## src/rtl/sd_arb_pkg.sv

```systemverilog
// sd_arb_pkg
// Shared types and defaults for the SD block-channel arbiter.
//   state_t  : arbiter FSM states
//   dir_t    : captured transfer direction
//   ptr_width: width of a requester index / round-robin pointer
package sd_arb_pkg;

    localparam int SD_ARB_NREQ  = 3;
    localparam int SD_ARB_LBA_W = 32;

    typedef enum logic [1:0] {
        ST_IDLE  = 2'd0,
        ST_ISSUE = 2'd1,
        ST_XFER  = 2'd2,
        ST_DONE  = 2'd3
    } state_t;

    typedef enum logic {
        DIR_RD = 1'b0,
        DIR_WR = 1'b1
    } dir_t;

    function automatic int ptr_width(input int n);
        return (n > 1) ? $clog2(n) : 1;
    endfunction

endpackage

```

## src/rtl/sd_arb_rr_pick.sv

```systemverilog
// sd_arb_rr_pick
// Combinational round-robin picker: first pending index at or after the
// pointer, wrapping to index 0.
//   i_pending : pending request vector
//   i_ptr     : round-robin start index
//   o_pick    : one-hot chosen requester
//   o_idx     : chosen requester index
//   o_valid   : at least one request pending
module sd_arb_rr_pick
    import sd_arb_pkg::*;
#(
    parameter int NREQ  = SD_ARB_NREQ,
    parameter int PTR_W = ptr_width(NREQ)
) (
    input  logic [NREQ-1:0]  i_pending,
    input  logic [PTR_W-1:0] i_ptr,
    output logic [NREQ-1:0]  o_pick,
    output logic [PTR_W-1:0] o_idx,
    output logic             o_valid
);

    // Two ascending passes: the first only considers indices >= pointer,
    // the second covers the wrap-around. First hit wins.
    always_comb begin
        o_pick  = '0;
        o_idx   = '0;
        o_valid = 1'b0;
        for (int j = 0; j < NREQ; j++) begin
            if (!o_valid && i_pending[j] && (PTR_W'(j) >= i_ptr)) begin
                o_valid   = 1'b1;
                o_pick[j] = 1'b1;
                o_idx     = PTR_W'(j);
            end
        end
        for (int j = 0; j < NREQ; j++) begin
            if (!o_valid && i_pending[j]) begin
                o_valid   = 1'b1;
                o_pick[j] = 1'b1;
                o_idx     = PTR_W'(j);
            end
        end
    end

endmodule

```

## src/rtl/sd_req_arbiter.sv

```systemverilog
// sd_req_arbiter
// Shares the single hps_io SD block channel between NREQ requesters,
// one block transfer at a time, round-robin.
//   clk_sys, reset      : clock, async active-high reset
//   req_rd/req_wr       : per-requester request pulses, req_lba sampled with them
//   req_done/req_err    : per-requester completion / watchdog-abort pulses
//   pending, grant, busy: status; grant is one-hot owner of the sector buffer
//   sd_lba/sd_rd/sd_wr  : channel to hps_io, sd_ack is its acknowledge
// Optional feature: define SD_ARB_TIMEOUT_EN to enable the ISSUE/XFER watchdog.
//
// state    | meaning
// ST_IDLE  | waiting for a pending request with sd_ack low
// ST_ISSUE | strobe held until hps_io raises sd_ack
// ST_XFER  | transfer in progress, waiting for sd_ack to fall
// ST_DONE  | one-cycle req_done pulse, release grant, advance pointer
module sd_req_arbiter
    import sd_arb_pkg::*;
#(
    parameter int NREQ           = SD_ARB_NREQ,
    parameter int LBA_W          = SD_ARB_LBA_W,
    parameter int TIMEOUT_CYCLES = 28000000
) (
    input  logic                  clk_sys,
    input  logic                  reset,
    input  logic [NREQ-1:0]       req_rd,
    input  logic [NREQ-1:0]       req_wr,
    input  logic [NREQ*LBA_W-1:0] req_lba,
    output logic [NREQ-1:0]       req_done,
    output logic [NREQ-1:0]       req_err,
    output logic [NREQ-1:0]       pending,
    output logic [NREQ-1:0]       grant,
    output logic                  busy,
    output logic [31:0]           sd_lba,
    output logic [NREQ-1:0]       sd_rd,
    output logic [NREQ-1:0]       sd_wr,
    input  logic                  sd_ack
);

    localparam int PTR_W = ptr_width(NREQ);

    state_t             r_state;
    logic [NREQ-1:0]    r_pending;
    logic [LBA_W-1:0]   r_lba [NREQ];
    dir_t               r_dir [NREQ];
    logic [PTR_W-1:0]   r_ptr;
    logic [PTR_W-1:0]   r_idx;
    logic [NREQ-1:0]    r_grant;
    logic [31:0]        r_sd_lba;
    logic [NREQ-1:0]    r_sd_rd;
    logic [NREQ-1:0]    r_sd_wr;
    logic               r_ack_q;

    logic [NREQ-1:0]    w_pick;
    logic [PTR_W-1:0]   w_idx;
    logic               w_valid;
    logic [NREQ-1:0]    w_clr;
    logic [NREQ-1:0]    w_cap;
    logic [PTR_W-1:0]   w_ptr_next;
    logic               w_ack_fall;
    logic               w_timeout;

    sd_arb_rr_pick #(
        .NREQ  (NREQ),
        .PTR_W (PTR_W)
    ) u_pick (
        .i_pending (r_pending),
        .i_ptr     (r_ptr),
        .o_pick    (w_pick),
        .o_idx     (w_idx),
        .o_valid   (w_valid)
    );

    assign w_ack_fall = r_ack_q && !sd_ack;
    assign w_ptr_next = (r_idx == PTR_W'(NREQ - 1)) ? '0 : r_idx + PTR_W'(1);
    assign w_clr      = ((r_state == ST_DONE) || w_timeout) ? r_grant : '0;
    // A pulse in the cycle its pending bit clears is accepted (re-arm).
    assign w_cap      = (req_rd | req_wr) & (~r_pending | w_clr);

    always_ff @(posedge clk_sys or posedge reset) begin
        if (reset) begin
            r_pending <= '0;
            for (int i = 0; i < NREQ; i++) begin
                r_lba[i] <= '0;
                r_dir[i] <= DIR_RD;
            end
        end else begin
            r_pending <= (r_pending & ~w_clr) | w_cap;
            for (int i = 0; i < NREQ; i++) begin
                if (w_cap[i]) begin
                    r_lba[i] <= req_lba[i*LBA_W +: LBA_W];
                    r_dir[i] <= req_rd[i] ? DIR_RD : DIR_WR;
                end
            end
        end
    end

    always_ff @(posedge clk_sys or posedge reset) begin
        if (reset) begin
            r_state  <= ST_IDLE;
            r_grant  <= '0;
            r_idx    <= '0;
            r_ptr    <= '0;
            r_sd_lba <= '0;
            r_sd_rd  <= '0;
            r_sd_wr  <= '0;
            r_ack_q  <= 1'b0;
        end else begin
            r_ack_q <= sd_ack;
            case (r_state)
                ST_IDLE: begin
                    // A stale sd_ack from hps_io blocks new grants.
                    if (w_valid && !sd_ack) begin
                        r_grant  <= w_pick;
                        r_idx    <= w_idx;
                        r_sd_lba <= 32'(r_lba[w_idx]);
                        r_sd_rd  <= (r_dir[w_idx] == DIR_RD) ? w_pick : '0;
                        r_sd_wr  <= (r_dir[w_idx] == DIR_WR) ? w_pick : '0;
                        r_state  <= ST_ISSUE;
                    end
                end
                ST_ISSUE: begin
                    if (sd_ack) begin
                        r_sd_rd <= '0;
                        r_sd_wr <= '0;
                        r_state <= ST_XFER;
                    end
                end
                ST_XFER: begin
                    if (w_ack_fall) r_state <= ST_DONE;
                end
                ST_DONE: begin
                    r_grant <= '0;
                    r_ptr   <= w_ptr_next;
                    r_state <= ST_IDLE;
                end
                default: r_state <= ST_IDLE;
            endcase
            if (w_timeout) begin
                r_sd_rd <= '0;
                r_sd_wr <= '0;
                r_grant <= '0;
                r_ptr   <= w_ptr_next;
                r_state <= ST_IDLE;
            end
        end
    end

`ifdef SD_ARB_TIMEOUT_EN
    localparam int CNT_W = (TIMEOUT_CYCLES > 1) ? $clog2(TIMEOUT_CYCLES) : 1;

    logic [CNT_W-1:0] r_cnt;
    logic [NREQ-1:0]  r_err;
    logic             w_active;
    logic             w_move;

    assign w_active  = (r_state == ST_ISSUE) || (r_state == ST_XFER);
    assign w_move    = ((r_state == ST_ISSUE) && sd_ack) || ((r_state == ST_XFER) && w_ack_fall);
    assign w_timeout = w_active && (r_cnt == CNT_W'(TIMEOUT_CYCLES - 1));

    // Counter restarts from zero on every ISSUE/XFER entry.
    always_ff @(posedge clk_sys or posedge reset) begin
        if (reset) begin
            r_cnt <= '0;
            r_err <= '0;
        end else begin
            r_err <= w_timeout ? r_grant : '0;
            if (!w_active || w_move || w_timeout) r_cnt <= '0;
            else                                  r_cnt <= r_cnt + CNT_W'(1);
        end
    end

    assign req_err = r_err;
`else
    // Watchdog compiled out: never fires, so TIMEOUT_CYCLES has no effect.
    assign w_timeout = (TIMEOUT_CYCLES < 0);
    assign req_err   = '0;
`endif

    assign req_done = (r_state == ST_DONE) ? r_grant : '0;
    assign pending  = r_pending;
    assign grant    = r_grant;
    assign busy     = (r_state != ST_IDLE);
    assign sd_lba   = r_sd_lba;
    assign sd_rd    = r_sd_rd;
    assign sd_wr    = r_sd_wr;

endmodule

```

## config.mk

```make
export PLATFORM = sky130hd
export DESIGN_NAME = sd_req_arbiter
export DESIGN_NICKNAME = d
export VERILOG_FILES = /design/src/rtl/sd_arb_pkg.sv /design/src/rtl/sd_arb_rr_pick.sv /design/src/rtl/sd_req_arbiter.sv
export SDC_FILE = /design/constraint.sdc
export NUM_CORES = 1
export LEC_CHECK = 0
export BUFFER_PORTS_ARGS = -buffer_cell sky130_fd_sc_hd__buf_4
export CORE_MARGIN = 2
export CORE_UTILIZATION = 45
export CTS_CLUSTER_DIAMETER = 80
export DETAILED_ROUTE_END_ITERATION = 8
export MAX_ROUTING_LAYER = met4
export PLACE_DENSITY = 0.69
export SLEW_MARGIN = 5
export SYNTH_ARGS = -nofsm -noshare
export SYNTH_HDL_FRONTEND = slang
export SYNTH_HIERARCHICAL = 1
export SYNTH_SLANG_ARGS = --single-unit
```

## constraint.sdc

```tcl
create_clock -name clk_sys -period 5 [get_ports clk_sys]
set_input_delay 0.25 -clock clk_sys [delete_from_list [all_inputs] [get_ports clk_sys]]
set_output_delay 0.25 -clock clk_sys [all_outputs]
set_load 0.02 [all_outputs]
```

==> impl_metrics.yaml, run 1 <==
run_status:
  status: "finished, final reports clean"
critical_path:
  timing.rr.start: "pending[2]"
  path_class: "register to register"
  r2r_setup_slack_ns: 2.07
  required_ns: 5.34
  setup.worst_path.start_class: "register"
  cp_slowest_stage_delay_ns: 0.95
  reg2reg_to: "sd_lba[10]"
  r2r_cells: 5
  critPathSlowestCell: "nor2b_2"
  cp_max_fo: 47
  cp_data_arrival_time_ns: 3.27
  path_cells: "a21oi_1, o211a_2, nor2b_2, a2bb2oi_1, o21ai_0"
  crit_path_end_kind: "register"
drt:
  wl_met3_um: 813
  highest_layer: "met4"
  num_vias: 4463
  wirelength_met1_um: 6800
  wl_um: 15100
  ant_nets: 0
  wl_per_cell_um: 17.8
  wl_met2_um: 7200
  vias_per_cell: 5.26
  drc: 0
  detailedRoute.firstPassIterationCount: 4
  drtIter0Drc: 320
finish:
  antenna_cells: 0
  area_delta_synth_final_pct: 27.5
  layout_common_cells: "156 x buf_4, 150 x dfrtp_1, 59 x mux2_2"
  nets: 762
  final_common_cell: "buf_4"
  fin_cells: 849
  drive_gt1_frac: 0.430
  n_fill_cell: 1199
sta:
  post-route-min-period_ns: 2.93
  rsz0062_at_grt: "no"
  hold_viol: 0
  finalMaxSlewViolations: 0
  final.setup_skew_ns: 0.00956
  fin_crit_sh: 0.587
  fin_setup_tns_ns: 0
  setup_viol: 0
  slew_headroom: 0.280
  tightest_slew_ns: 1.08
  timing.fmax_mhz: 341
placement:
  numPortBuffers: 152
  dp_hpwl_um: 10000
  gp_congestion: 0.804
  dp_cells: 813
pwr:
  p_switching_mw: 1.82
  powerDensity_nw_per_um2: 636
  vdd_drop_max_v: 0.000272
  p_leak_nw: 4.01
  comb_power_share: 0.384
  pwr-share-clk: 0.226
  p_seq_frac: 0.390
  cell_internal_pwr_mw: 3.60
  swShare: 0.335
clock_network:
  cts_tree: "built"
  clk_path_buf_depth: 2
  clock-sinks: 150
  cts_htree_levels: 4
  cts_root_buf: "clkbuf_16"
  cts_buffers: 17
  cts.reportedPaths.clkPinSlew_ns: 0.06
  insertion_delay_ns: 0.42
floorplanning:
  fp-row-count: 44
  dieArea_um2: 15800
  die_w_um: 126
  core_um2: 14500
  initial_core_util: 0.460
  dieHeight_um: 126
  ios: 156
job:
  maxCapViolCount: 0
synthesis:
  synth_area_um2: 6680
  synth-edff-count: 0
  synth_area_leaders: "dfrtp_1 56%, mux2_2 9.9%, mux2_4 6.7%"
  synth-seq-cells: 150
  ys.flop_type: "dfrtp_1"
  synth_area_per_cell_um2: 13.2
  synth.largest_area_cell: "dfrtp_1"
  yosysWarnings: 6
  synth-async-reset-ratio: 1.00
  ys_seq_area_frac: 0.562
  synth_top_area_share: 0.562
  syn_inst: 507
  yosysUniqueCellTypes: 41
hold_path:
  hold_path.class: "input pin to async pin"
global_route:
  overflow: 0
  grt_pass1_wl_um: 24300
  grt_pass1_vias: 4602
  antenna_found_initial: 0
  grt_usage: 0.203
  grt_max_degree: 96
==> power groups by stage <==
stage | registers, mW | clock network, mW | logic [mW]
after floorplan | 2.20 | 0 | 1.34
after global placement | 2.10 | 0 | 2.03
after detailed placement | 2.13 | 0 | 2.10
after CTS | 2.12 | 1.25 | 2.11
after global routing | 2.18 | 1.31 | 2.27
final | 2.11 | 1.23 | 2.08
==> worst max-delay path by stage <==
| stage | from | endpoint | slack [ns] | cells past startpoint |
|---|---|---|---|---|
| floorplan | reset | grant[0] | 0.71 | 1 |
| detailed placement | pending[2] | sd_lba[25] | 1.96 | 5 |
| CTS | pending[2] | sd_lba[10] | 2.00 | 5 |
| global route | pending[2] | sd_lba[10] | 1.71 | 5 |
| global placement | pending[2] | sd_lba[20] | 2.22 | 5 |
| finish | pending[2] | sd_lba[10] | 2.07 | 5 |
==> worst max-delay path: cells and delay by family (launching register included) <==
| kind | cells | cell delay [ns] |
|---|---|---|
| DFF | 1 | 0.44 |
| AOI/OAI and AO/OA | 4 | 1.44 |
| and+or+nand+nor | 1 | 0.95 |
==> per-stage QoR <==
step | area (um2) | total power [mW] | setup WS (ns) | hold slack, ns | utilization
detailed placement | 7910 | 4.22 | 1.96 | 0.406 | 0.544
global route | 8520 | 5.76 | 1.71 | 0.0339 | 0.586
floorplan | 6690 | 3.54 | 0.714 | 0.281 | -
CTS | 8520 | 5.48 | 2.00 | 0.0269 | 0.586
finish | 8520 | 5.42 | 2.07 | 0.00748 | 0.586
global placement | 7910 | 4.13 | 2.22 | 0.406 | 0.544
==> state kept, by name (all words and copies together), names as in the netlist <==
name and count:
r_idx 2, r_ack_q 1, r_lba 96, grant 3
sd_lba 32, r_ptr 2, r_dir 3, pending 3
sd_rd 3, sd_wr 3, r_state 2
==> Yosys cell counts (all sizes together), types with 2 or more instances <==
master / count
o21ai: 37
o22a: 10
nand2: 49
ha: 5
a32o: 3
nor2b: 5
a22o: 2
o31a: 2
a21oi: 7
a21bo: 3
inv: 7
o2bb2ai: 3
a2bb2oi: 23
clkbuf: 11
nor2: 10
buf: 25
nand2b: 3
mux2: 100
dfrtp: 150
nand3b: 2
o211a: 2
mux2i: 34
and2: 3
==> repair_timing <==
item	in CTS	in global routing
hold buffers	4	0
hold endpoints to repair	4	0
setup buffers	0	0
gates resized for setup	0	0
==> kinds of logic after synthesis <==
kind of cell	after synthesis	synth area share
AO/OA/AOI/OAI	97	0.104
adder cells (fa/ha/maj)	5	0.00936
other	1	0.000561
multiplexers	134	0.236
AND/OR/NAND/NOR	77	0.0535
buffers and inverters	43	0.0348
flip-flops	150	0.562
==> cell type report <==
| class | count | area (um2) | area share |
|---|---|---|---|
| clock inverters | 7 | 68.8 | 0.00807 |
| clock buffers | 25 | 505 | 0.0593 |
| multi-input cells | 316 | 2720 | 0.319 |
| well taps | 184 | 230 | 0.0270 |
| flip-flops and latches | 150 | 3750 | 0.440 |
| inverters | 7 | 31.3 | 0.00367 |
| repair buffers | 160 | 1210 | 0.142 |
==> routing by layer <==
layer | vias up | GRT usage
met3 | 25 | 0.0527
met4 | 0 | 0.0737
met2 | 123 | 0.314
li1 | 2095 | -
met1 | 2220 | 0.262
met5 | - | -
Note: power is estimated with default switching activity, not from simulation.
==> run 2: changes to the inputs <==
--- a/config.mk
+++ b/config.mk
@@ -11,7 +11,7 @@
 export CTS_CLUSTER_DIAMETER = 80
 export DETAILED_ROUTE_END_ITERATION = 8
 export MAX_ROUTING_LAYER = met4
-export PLACE_DENSITY = 0.69
+export PLACE_DENSITY = 0.71
 export SLEW_MARGIN = 5
 export SYNTH_ARGS = -nofsm -noshare
 export SYNTH_HDL_FRONTEND = slang
==> constraint.sdc (replaced) <==
create_clock -name clk_sys -period 2.6 [get_ports clk_sys]
set_input_delay 0.13 -clock clk_sys [delete_from_list [all_inputs] [get_ports clk_sys]]
set_output_delay 0.13 -clock clk_sys [all_outputs]
set_load 0.02 [all_outputs]
==> run 2 against run 1 <==
- clock power is 92% higher
- combinational power is 110% higher
- clock skew hardly changed
- global-route usage is 3.0 points higher
- via count is 10% higher
- count of clock-buffer cells in the layout is 2 lower
- cell count is 13% higher
- non-clock buffer count is 113 higher
- fmax is 42% higher
- routed wire length is 13% higher
- flip-flop and latch count stayed put
- register-to-register slack worse by 1.5 ns
- largest cell class unchanged
==> impl_metrics.yaml, run 2 (synthesis results as in run 1) <==
sta:
  slew_headroom: 0.588
  post-route-min-period_ns: 2.06
  rsz0062_at_grt: "no"
  final.setup_skew_ns: 0.00995
  worst_hold_slack_ns: 0.350
  hold_viol: 0
  setup_viol: 0
  tightest_slew_ns: 0.616
  fin_crit_sh: 0.794
  finalMaxSlewViolations: 0
  timing.fmax_mhz: 484
  fin_setup_tns_ns: 0
critical_path:
  r2r_setup_slack_ns: 0.54
  path_class: "register to register"
  setup.worst_path.start_class: "register"
  cp_data_arrival_time_ns: 2.39
  crit_path_end_kind: "register"
  crit_end: "sd_lba[22]"
  cp_max_fo: 19
  required_ns: 2.93
  timing.rr.start: "r_ptr[0]"
  reg2reg_to: "sd_lba[22]"
  crit_path_start: "r_ptr[0]"
  r2r_cells: 7
drt:
  wl_per_cell_um: 17.8
  ant_nets: 0
  detailedRoute.firstPassIterationCount: 4
  num_vias: 4915
  wl_um: 17100
  vias_per_cell: 5.11
  drc: 0
  drtIter0Drc: 287
clock_network:
  cts.reportedPaths.clkPinSlew_ns: 0.06
  post_cts.repair.setup_buffers: 0
  cts_root_buf: "clkbuf_16"
  cts_buffers: 17
  cts.repair.resized: 0
  cts_tree: "built"
  cts_htree_levels: 4
  clock-sinks: 150
  clk_path_buf_depth: 2
  insertion_delay_ns: 0.42
floorplanning:
  dieHeight_um: 126
  initial_core_util: 0.460
  core_um2: 14500
  ios: 156
  die_w_um: 126
  dieArea_um2: 15800
  fp-row-count: 44
pwr:
  powerDensity_nw_per_um2: 1110
  p_switching_mw: 3.59
  pwr-share-clk: 0.220
  vdd_drop_max_v: 0.000511
  p_seq_frac: 0.377
  comb_power_share: 0.402
  swShare: 0.335
  p_leak_nw: 4.52
  cell_internal_pwr_mw: 7.12
placement:
  dp_cells: 824
  gp_congestion: 0.783
  dp_hpwl_um: 10800
  numPortBuffers: 152
global_route:
  overflow: 0
  grt_pass1_vias: 5504
  antenna_found_initial: 0
  grt_max_degree: 70
  grt_pass1_wl_um: 28200
  grt_usage: 0.233
finish:
  final_common_cell: "buf_4"
  layout_common_cells: "162 x buf_4, 150 x dfrtp_1, 106 x dlygate4sd3_1"
  largest_reg_flops: 96
  largest-register: "r_lba"
  drive_gt1_frac: 0.384
  area_delta_synth_final_pct: 44.9
  fin_util: 0.666
  nets: 875
  fin_cells: 961
  antenna_cells: 0
hold_path:
  hold_path.class: "input pin to async pin"
run_status:
  status: "finished, final reports clean"
job:
  maxCapViolCount: 0
-- run 2: repair_timing --
item	in CTS	in global routing
hold endpoints to repair	127	0
endpoints found under the setup margin	0	0
hold buffers	106	0
-- run 2: worst min-delay path by stage --
| stage | to | slack (ns) | from |
|---|---|---|---|
| 2_1_floorplan | r_ack_q | 0.16 | sd_ack |
| 3_3_place_gp | r_lba[75] | 0.23 | reset |
| 3_5_place_dp | r_lba[75] | 0.24 | reset |
| 4_1_cts | sd_lba[14] | 0.34 | reset |
| 5_1_grt | sd_lba[14] | 0.39 | reset |
| 6_report | sd_lba[15] | 0.35 | reset |
-- run 2: critical path, cell delays in order, from the launching register on --
cell and delay, ns:
dfrtp_1 0.44, nor3b_2 0.19, o31a_2 0.40, buf_4 0.23
nor2b_2 0.26, buf_12 0.19, a2bb2oi_1 0.07, o21ai_0 0.17
-- run 2: metrics by stage --
step	instance area [um2]	setup WS (ns)	power [mW]
floorplan	6690	0.581	6.81
global placement	8050	0.662	8.05
detailed placement	8050	0.561	8.22
CTS	9680	0.525	10.8
global route	9680	0.399	11.4
finish	9680	0.536	10.7
-- run 2: layer usage --
layer / wire [um] / up-vias / global-route usage
met3: 878 / 16 / 0.0663
met1: 7260 / 2454 / 0.277
met4: 199 / 0 / 0.0653
li1: - / 2309 / -
met5: 0 / - / -
met2: 8780 / 136 / 0.392
-- run 2: power groups by stage --
stage                     sequential [mW]  clock (mW)  combinational (mW)
final                                4.05        2.36                4.31
after global routing                 4.17        2.50                4.69
after CTS                            4.04        2.40                4.32
after detailed placement             4.07           0                4.15
after global placement               4.02           0                4.04
after floorplan                      4.23           0                2.58
-- run 2: cell type report --
class	count	area [um2]
well taps	184	230
clock buffers	23	498
repair buffers	273	2380
multi-input cells	316	2720
flip-flops and latches	150	3750
inverters	7	30.0
clock inverters	8	71.3
fillers	1027	4850
==> run 3: changes to the inputs <==
--- a/config.mk
+++ b/config.mk
@@ -11,7 +11,7 @@
 export CTS_CLUSTER_DIAMETER = 80
 export DETAILED_ROUTE_END_ITERATION = 8
 export MAX_ROUTING_LAYER = met4
-export PLACE_DENSITY = 0.71
+export PLACE_DENSITY = 0.69
 export SLEW_MARGIN = 5
 export SYNTH_ARGS = -nofsm -noshare
 export SYNTH_HDL_FRONTEND = slang
==> constraint.sdc (replaced) <==
create_clock -name clk_sys -period 2.1 [get_ports clk_sys]
set_input_delay 0.105 -clock clk_sys [delete_from_list [all_inputs] [get_ports clk_sys]]
set_output_delay 0.105 -clock clk_sys [all_outputs]
set_load 0.02 [all_outputs]
==> run 3 against run 2 <==
- critical path depth unchanged
- sequential power increased by 25%
- clock power increased by 26%
- routed wire length increased by 0.82%
- clock skew decreased by 0.0025 ns
- critical path type unchanged
- non-clock buffer count increased by 8
- power increased by 26%
- worst hold slack got worse by 0.17 ns
- sequential share of layout area decreased by 0.51 points
==> impl_metrics.yaml, run 3 (synthesis results as in run 1) <==
finish:
  largest_reg_flops: 96
  nets: 883
  final_common_cell: "buf_4"
  antenna_cells: 0
  final_cell_area_um2: 9810
  layout_common_cells: "162 x buf_4, 150 x dfrtp_1, 107 x dlygate4sd3_1"
  largest-register: "r_lba"
  drive_gt1_frac: 0.391
  area_delta_synth_final_pct: 46.8
global_route:
  grt_max_degree: 77
  antenna_found_initial: 0
  grt_pass1_vias: 5467
  grt_pass1_wl_um: 28200
  grt_usage: 0.234
  overflow: 0
sta:
  finalMaxSlewViolations: 0
  timing.fmax_mhz: 506
  fin_setup_tns_ns: 0
  worst_slack_ns: 0.125
  setup_viol: 0
  hold_viol: 0
  post-route-min-period_ns: 1.97
  fin_crit_sh: 0.940
  final.setup_skew_ns: 0.00744
placement:
  gp_congestion: 0.795
  dp_hpwl_um: 11100
  place_ws_ns: 0.0252
  numPortBuffers: 152
  dpl_cell_area_um2: 8140
floorplanning:
  core_um2: 14500
  fp-row-count: 44
  ios: 156
  dieArea_um2: 15800
  dieHeight_um: 126
  die_w_um: 126
  initial_core_util: 0.460
pwr:
  vdd_drop_max_v: 0.000769
  fin_total_pwr_mw: 13.5
  powerDensity_nw_per_um2: 1380
  p_leak_nw: 4.57
drt:
  vias_per_cell: 5.19
  detailedRoute.firstPassIterationCount: 4
  drtIter0Drc: 226
  num_vias: 5032
  wl_um: 17300
  wl_per_cell_um: 17.8
  ant_nets: 0
  drc: 0
job:
  maxCapViolCount: 0
clock_network:
  cts_tree: "built"
  cts_htree_levels: 4
  cts.reportedPaths.clkPinSlew_ns: 0.06
  clk_path_buf_depth: 2
  clock-sinks: 150
  insertion_delay_ns: 0.43
  post_cts.repair.setup_buffers: 0
  cts_buffers: 17
  cts_root_buf: "clkbuf_16"
critical_path:
  critPathSlowestCell: "dfrtp_1"
  path_cells: "nor3b_2, o31a_2, buf_6, nor2b_4, buf_4, a2bb2oi_1, o21ai_0"
  timing.rr.start: "r_ptr[0]"
  required_ns: 2.44
  reg2reg_to: "sd_lba[31]"
  cp_data_arrival_time_ns: 2.31
  path_class: "register to register"
  cp_max_fo: 19
  cp_slowest_stage_delay_ns: 0.44
  setup.worst_path.start_class: "register"
  r2r_cells: 7
  crit_path_end_kind: "register"
  r2r_setup_slack_ns: 0.13
run_status:
  status: "finished, final reports clean"
hold_path:
  hold_path.class: "input pin to async pin"
-- run 3: how the worst max path moves through the flow --
stage                     from    endpoint  cells after the start
finish                r_ptr[0]  sd_lba[31]                      7
global route        pending[2]   sd_lba[1]                      6
CTS                   r_ptr[0]  sd_lba[12]                      7
detailed placement    r_ptr[0]  sd_lba[10]                      7
global placement      r_ptr[0]  sd_lba[20]                      7
floorplan                reset    grant[0]                      1
-- run 3: worst max-delay path: cells and delay by family, from the launching register on --
kind	cells	cell delay (ns)
AOI/OAI and AO/OA	3	0.65
DFF	1	0.44
buffers and inverters	2	0.41
and+or+nand+nor	2	0.38
-- run 3: what timing repair did --
item / CTS / global route
endpoints found under the setup margin: 0 / 18
endpoints found under the hold margin: 244 / 0
hold buffers: 107 / 0
gates resized for setup: 0 / 6
-- run 3: metrics by stage --
step | instances | utilization | hold slack, ns
floorplan | 509 | - | 0.136
global placement | 830 | 0.560 | 0.0629
detailed placement | 830 | 0.560 | 0.0717
CTS | 969 | 0.673 | 0.164
global route | 970 | 0.675 | 0.206
finish | 970 | 0.675 | 0.181
-- run 3: power breakdown --
part	leakage, nW	total, mW	switching [mW]	internal, mW
logic	2.38	5.49	2.53	2.96
clock network	0.282	2.98	1.28	1.70
registers	1.91	5.06	0.859	4.20
total	4.57	13.5	4.67	8.86
-- run 3: cell type report --
cell class | count | area, um2
clock buffer | 18 | 439
multi-input combinational | 316 | 2730
clock inverter | 14 | 143
sequential | 150 | 3750
inverter | 7 | 30.0
fill | 1055 | 4720
tap | 184 | 230
timing repair buffer | 281 | 2490
-- run 3: routing by layer --
metal	GRT usage	routed length, um	up-vias
met4	0.0633	208	0
met2	0.399	9000	149
li1	-	-	2336
met1	0.282	7240	2530
met3	0.0552	809	17
met5	-	0	-
